==> src/rtl/fifo_tx_serializer.sv <==
// FIFO-fed UART-style transmitter: pops one word per frame and sends it LSB-first
// between a start bit (0) and a stop bit (1), each bit lasting BAUD_DIV clocks.
module fifo_tx_serializer #(
  parameter int WIDTH    = 16,
  parameter int BAUD_DIV = 4
) (
  input  logic             clk,
  input  logic             rst,
  input  logic             fifo_empty,
  input  logic [WIDTH-1:0] fifo_data_out,
  output logic             fifo_read,
  input  logic             tx_enable,
  output logic             tx_serial,
  output logic             tx_busy,
  output logic             frame_done,
  output logic [15:0]      word_count
);

  localparam int BW = $clog2(BAUD_DIV) + 1;
  localparam int IW = $clog2(WIDTH + 1);
  localparam logic [BW-1:0] BAUD_LAST = BW'(BAUD_DIV - 1);
  localparam logic [IW-1:0] BIT_LAST  = IW'(WIDTH - 1);

  typedef enum logic [2:0] {IDLE, REQ, LOAD, START, DATA, STOP} state_t;

  state_t           state;
  logic [WIDTH-1:0] shreg;
  logic [BW-1:0]    baud;
  logic [IW-1:0]    bit_idx;
  logic             baud_end;

  assign baud_end = (baud == BAUD_LAST);

  // Outputs are registered with the value the next state calls for, so each
  // output changes on the same edge as the state it belongs to.
  always_ff @(posedge clk or negedge rst) begin
    if (!rst) begin
      state      <= IDLE;
      shreg      <= '0;
      baud       <= '0;
      bit_idx    <= '0;
      fifo_read  <= 1'b0;
      tx_serial  <= 1'b1;
      tx_busy    <= 1'b0;
      frame_done <= 1'b0;
      word_count <= '0;
    end else begin
      fifo_read  <= 1'b0;
      frame_done <= 1'b0;
      case (state)
        IDLE: begin
          tx_serial <= 1'b1;
          if (tx_enable && !fifo_empty) begin
            state     <= REQ;
            fifo_read <= 1'b1;
            tx_busy   <= 1'b1;
          end
        end
        REQ: state <= LOAD;
        LOAD: begin
          shreg     <= fifo_data_out;
          baud      <= '0;
          state     <= START;
          tx_serial <= 1'b0;
        end
        START: begin
          if (baud_end) begin
            baud      <= '0;
            bit_idx   <= '0;
            state     <= DATA;
            tx_serial <= shreg[0];
          end else begin
            baud <= baud + BW'(1);
          end
        end
        DATA: begin
          if (baud_end) begin
            baud    <= '0;
            shreg   <= shreg >> 1;
            bit_idx <= bit_idx + IW'(1);
            if (bit_idx == BIT_LAST) begin
              state      <= STOP;
              tx_serial  <= 1'b1;
              frame_done <= (BAUD_LAST == '0);
            end else begin
              tx_serial <= shreg[1];
            end
          end else begin
            baud <= baud + BW'(1);
          end
        end
        STOP: begin
          if (baud_end) begin
            baud       <= '0;
            state      <= IDLE;
            tx_busy    <= 1'b0;
            word_count <= word_count + 16'd1;
          end else begin
            baud       <= baud + BW'(1);
            frame_done <= ((baud + BW'(1)) == BAUD_LAST);
          end
        end
        default: state <= IDLE;
      endcase
    end
  end

endmodule
==> config.mk <==
export PLATFORM = sky130hd
export DESIGN_NAME = fifo_tx_serializer
export DESIGN_NICKNAME = d
export VERILOG_FILES = /design/src/rtl/fifo_tx_serializer.sv
export SDC_FILE = /design/constraint.sdc
export NUM_CORES = 1
export LEC_CHECK = 0
export CORE_UTILIZATION = 49
export CTS_BUF_LIST = sky130_fd_sc_hd__clkbuf_8
export CTS_CLUSTER_SIZE = 8
export DETAILED_ROUTE_END_ITERATION = 10
export HOLD_SLACK_MARGIN = 0.06
export MAX_ROUTING_LAYER = met4
export PLACE_DENSITY = 0.89
export SETUP_SLACK_MARGIN = 0.05
export SYNTH_ARGS = -nofsm -noshare
export SYNTH_HDL_FRONTEND = slang
export SYNTH_SLANG_ARGS = --single-unit
==> constraint.sdc <==
create_clock -name clk -period 1.75 [get_ports clk]
set_input_delay 0.35 -clock clk [delete_from_list [all_inputs] [get_ports clk]]
set_output_delay 0.35 -clock clk [all_outputs]
set_load 0.05 [all_outputs]
==> impl_metrics.ini, run 1 <==
[final_layout]
layout_commonest_cell = dfrtp_1
fin_util = 0.6853
antenna_cells = 0
final_nets = 311
final_cell_mix = 43 x dfrtp_1, 36 x buf_4, 25 x nor2_1
synthToLayoutAreaGrowth_pct = 29.77
drive_above_1_share = 0.2246

[grt]
grt-ovfl-total = 0
grt_pass1_wl_mm = 8.328
grt_pass1_vias = 1832
antenna_found_initial = 0
grt_usage = 0.2140
grt_max_degree = 31

[synth]
synth_edf_count = 0
syn-num-nets = 255
synth_top_cell_area_share = 0.4840
ys_warn_count = 0
synth_cell_type_count = 47
syn-instance-count = 228
synthTopCellsByArea = dfrtp_1 48%, mux2i_1 7.2%, a21oi_1 4.4%, xnor2_1 4.4%, nor2_1 3.9%
synth_top_family_by_area = simple AND/OR/NAND/NOR gates
synth_area_um2 = 2379
synth_area_per_cell_um2 = 10.43
synthAdderAreaFrac = 0.03682
yosysSeqAreaShare = 0.4950
synth-compound-area-share = 0.09416
synthMuxAreaShare = 0.08101
synth_top_area_cell = dfrtp_1
ys_ff_latch = 47
synth_ff_type = dfrtp_1
synth_xor_area_frac = 0.05892
async_reset_ff_frac = 1.000
synthSimpleGateAreaFrac = 0.1941

[placement]
gp_congestion = 0.8888
port_buffers = 39
hpwl_mm = 3.351

[timing]
final_max_slew_viol_count = 0
tns_ns = 0
setup_viol = 0
relSlewSlack = 0.7001
max_freq_mhz = 605.9
hold_viol_final = 0
tightest_slew_ns = 0.4498
fin_crit_ns = 1.650
skew_ns = 0.01116
rsz0062_at_grt = true
final.period_utilization = 0.9431

[routing]
ant_nets = 0
drtIter0Drc = 92
drt_pass1_iterations = 4
viasPerCell = 5.501
vias = 1854
wl_per_cell_um = 14.26
routed_wl_mm = 4.806
drc = 0

[critical_path]
path_cells = ha_1 -> and3_1 -> ha_1 -> nor4_1 -> nor2_1 -> mux2_2
crit_slowest_cell = dfrtp_1
cpPeakStageDelay_ns = 0.41
crit_arrival_ns = 1.88
start_kind = register
crit_required_ns = 1.98
cp_max_fo = 3
end_kind = register
crit_buf_inv = 0
crit_family = simple AND/OR/NAND/NOR gates
cpMostUsedCell = ha_1
crit_type = reg -> reg

[floorplanning]
io_pins = 40
rows = 24
chipWidth_um = 71.67
fp.coreArea_um2 = 4504
die_h_um = 71.67
start_util = 0.5281
dieArea_um2 = 5137

[power_and_ir_drop]
max-vdd-ir-drop_v = 0.0004139
cellPowerDensity_nw_per_um2 = 686.7
p_leak_nw = 1.584
total_power_mw = 2.120

[min_path]
hp-class = reg -> reg

[cts]
clock-sinks = 47
cts.htree.levels = 2
root_buffer = clkbuf_8
clock_path_buffers = 2
clk_latency_ns = 0.30
cts_tree = built
clk_pin_slew_ns = 0.09
cts_buffers = 5

[run]
cap_violations = 0

[run_status]
status = complete, no violations
[per-layer routing]
layer | track usage | wire length, um | vias to the layer above
li1 | - | - | 909
met4 | 0.07843 | 53 | 0
met3 | 0.03235 | 239 | 5
met1 | 0.2667 | 2133 | 892
met5 | - | 0 | -
met2 | 0.3543 | 2380 | 48
[area by class of cell]
cell class              count  area [um2]
inverters                   8       30.03
fillers                   323        1418
repair buffers             60       545.5
multi-input cells         162        1132
well taps                  52       65.06
clock buffers               5       68.82
flip-flops and latches     47        1181
clock inverters             3       63.81
[synthesized netlist by cell type (3+ instances only)]
| cell | number |
|---|---|
| dfrtp_1 | 46 |
| inv_1 | 7 |
| nand4_1 | 4 |
| ha_1 | 7 |
| a21oi_1 | 21 |
| nor2_1 | 25 |
| xnor2_1 | 12 |
| buf_2 | 7 |
| xor2_1 | 4 |
| mux2i_1 | 17 |
| and3_1 | 4 |
| nor3_1 | 3 |
| nand2_1 | 20 |
| nand3_1 | 8 |
[report_power, final]
group | internal, mW | switching, mW
combinational | 0.0542 | 0.0378
clock | 0.565 | 0.363
sequential | 1.09 | 0.00574
total | 1.71 | 0.406
[sequential cells by signal, indices dropped and copies added (netlist names)]
name        count
shreg          16
word_count     16
bit_idx         5
baud            3
state           3
fifo_read       1
frame_done      1
tx_busy         1
tx_serial       1
[path summary, 6_finish.rpt]
check                                  to  cells past startpoint  slack (ns)            from
max reg2reg                     tx_serial                      6         0.1      bit_idx[1]
min                        word_count[15]                      1        0.50  word_count[15]
max                             tx_serial                      6         0.1      bit_idx[1]
min in group asynchronous        shreg[5]                      2        0.52             rst
max in group asynchronous   word_count[3]                      3        0.71             rst
min reg2reg                word_count[15]                      1        0.50  word_count[15]
[timing repair]
item | 4_1_cts | 5_1_grt
gates resized for setup | 2 | 3
hold endpoints to repair | 17 | 0
hold buffers | 1 | 0
setup endpoints to repair | 9 | 9
setup buffers | 1 | 7
pin swaps | 1 | 7
cloned | 0 | 0
[through the flow]
stage / instance area (um2) / hold slack (ns) / worst slack [ns] / instances
4_1_cts: 3023 / 0.5038 / 0.05233 / 330
2_1_floorplan: 2385 / 0.05441 / 0.06798 / 228
3_3_place_gp: 2860 / 0.3180 / 0.1013 / 320
5_1_grt: 3087 / 0.5209 / 0.01322 / 337
6_report: 3087 / 0.4975 / 0.09958 / 337
3_5_place_dp: 2860 / 0.3184 / 0.02554 / 320
[logic make-up after synthesis]
kind of cell    count (synthesis)
compound gates                 37
xor+xnor                       16
fa+ha+maj                       7
buf+inv                        19
flops                          47
mux                            19
simple gates                   83
(Power assumes the default switching activity.)
==> run 2: changes to the inputs <==
Settings changed: CORE_UTILIZATION 49 to 54, PLACE_DENSITY 0.89 to 0.93.
Clock period 1.75 ns to 1.6 ns, I/O delays scaled along.
==> impl_metrics.ini, run 2 (synthesized netlist as in run 1, its figures left out) <==
[timing]
worst_slack_ns = -0.2169
max_freq_mhz = 550.4
tightest_slew_ns = 0.5045
rsz0062_at_grt = true
relSlewSlack = 0.6637
skew_ns = 0.01040
hold_viol_final = 0
setup_viol = 29
fin_crit_ns = 1.817
tns_ns = -3.363
final_max_slew_viol_count = 0
final.period_utilization = 1.136

[cts]
clk_latency_ns = 0.32
clk_pin_slew_ns = 0.11
clock_path_buffers = 2
cts.htree.levels = 2
root_buffer = clkbuf_8
clock-sinks = 47
cts_tree = built
cts_buffers = 5

[placement]
port_buffers = 39
place_inst = 327
gp_congestion = 0.8330
pre_cts_slack_ns = -0.02970
hpwl_mm = 3.640

[critical_path]
crit_arrival_ns = 2.05
end_kind = register
cp_max_fo = 5
r2r_slack_ns = -0.22
crit_type = reg -> reg
start_kind = register
crit_required_ns = 1.83

[floorplanning]
start_util = 0.5780
fp.coreArea_um2 = 4115
rows = 23
io_pins = 40
chipWidth_um = 68.37
dieArea_um2 = 4674
die_h_um = 68.37

[final_layout]
final_nets = 327
fin_util = 0.8817
final_cell_mix = 38 x dfrtp_1, 34 x buf_4, 19 x buf_12
drive_above_1_share = 0.4419
antenna_cells = 0
synthToLayoutAreaGrowth_pct = 52.55
n_fill_cell = 154
layout_commonest_cell = dfrtp_1
instances_no_fill = 351
reg_top3 = shreg: 16 flops, word_count: 16 flops, bit_idx: 5 flops

[power_and_ir_drop]
p_leak_nw = 1.723
total_power_mw = 2.102
max-vdd-ir-drop_v = 0.0006729
cellPowerDensity_nw_per_um2 = 579.4

[grt]
grt_pass1_wl_mm = 9.377
grt_max_degree = 31
grt_pass1_vias = 2026
antenna_found_initial = 0
grt-ovfl-total = 0
grt_usage = 0.2880

[routing]
drtIter0Drc = 171
drt_pass1_iterations = 5
vias = 2209
ant_nets = 0
drc = 0
viasPerCell = 6.293
wl_per_cell_um = 22.44
routed_wl_mm = 7.876

[run_status]
violations = negative setup slack
status = complete, but fails checks

[min_path]
hp-class = in -> async

[run]
cap_violations = 0
run 2: worst paths after layout:
check                                from             end  cells after the start
max                               baud[1]   word_count[8]                      6
min                                   rst   word_count[7]                      2
max reg2reg                       baud[1]   word_count[8]                      6
min reg2reg                word_count[15]  word_count[15]                      1
max in group asynchronous             rst      bit_idx[3]                      3
min in group clk           word_count[15]  word_count[15]                      1
run 2: repair_timing:
item                                   4_1_cts  5_1_grt
pin swaps                                    8       13
setup endpoints to repair                   19       35
buffers inserted                             8        5
hold buffers                                 1        0
resized for setup                           11       49
gates cloned                                 0        2
endpoints found under the hold margin       18        0
run 2: layout make-up:
class                           count  area [um2]  share of cell area
Inverter                            8       30.03            0.008276
Tap cell                           50       62.56             0.01724
Timing Repair Buffer               76       892.1              0.2459
Clock inverter                      3       23.77            0.006552
Sequential cell                    47        1187              0.3272
Multi-Input combinational cell    162        1364              0.3759
Clock buffer                        5       68.82             0.01897
run 2: worst max-delay path, stage by stage, from the launching register on:
cell	delay, ns
dfrtp_1	0.42
ha_4	0.17
ha_4	0.18
nand4b_4	0.19
nor4_4	0.35
buf_4	0.20
xor2_1	0.21
run 2: metrics by stage:
step	hold WS [ns]	area [um2]
global route	0.5320	3628
global placement	0.3059	3147
CTS	0.4854	3356
detailed placement	0.3090	3147
floorplan	0.02441	2419
finish	0.5057	3628
run 2: routing by layer:
metal | up-vias | global-route usage | part of all wire
met5 | - | - | 0
met4 | 0 | 0.1745 | 0.054
met3 | 36 | 0.06167 | 0.056
met2 | 124 | 0.4755 | 0.51
met1 | 1109 | 0.3157 | 0.38
li1 | 940 | - | -
run 2: power by group:
| group | internal (mW) | total, mW | switching (mW) |
|---|---|---|---|
| sequential | 1.20 | 1.21 | 0.0116 |
| clock | 0.314 | 0.783 | 0.469 |
| combinational | 0.0632 | 0.111 | 0.0480 |
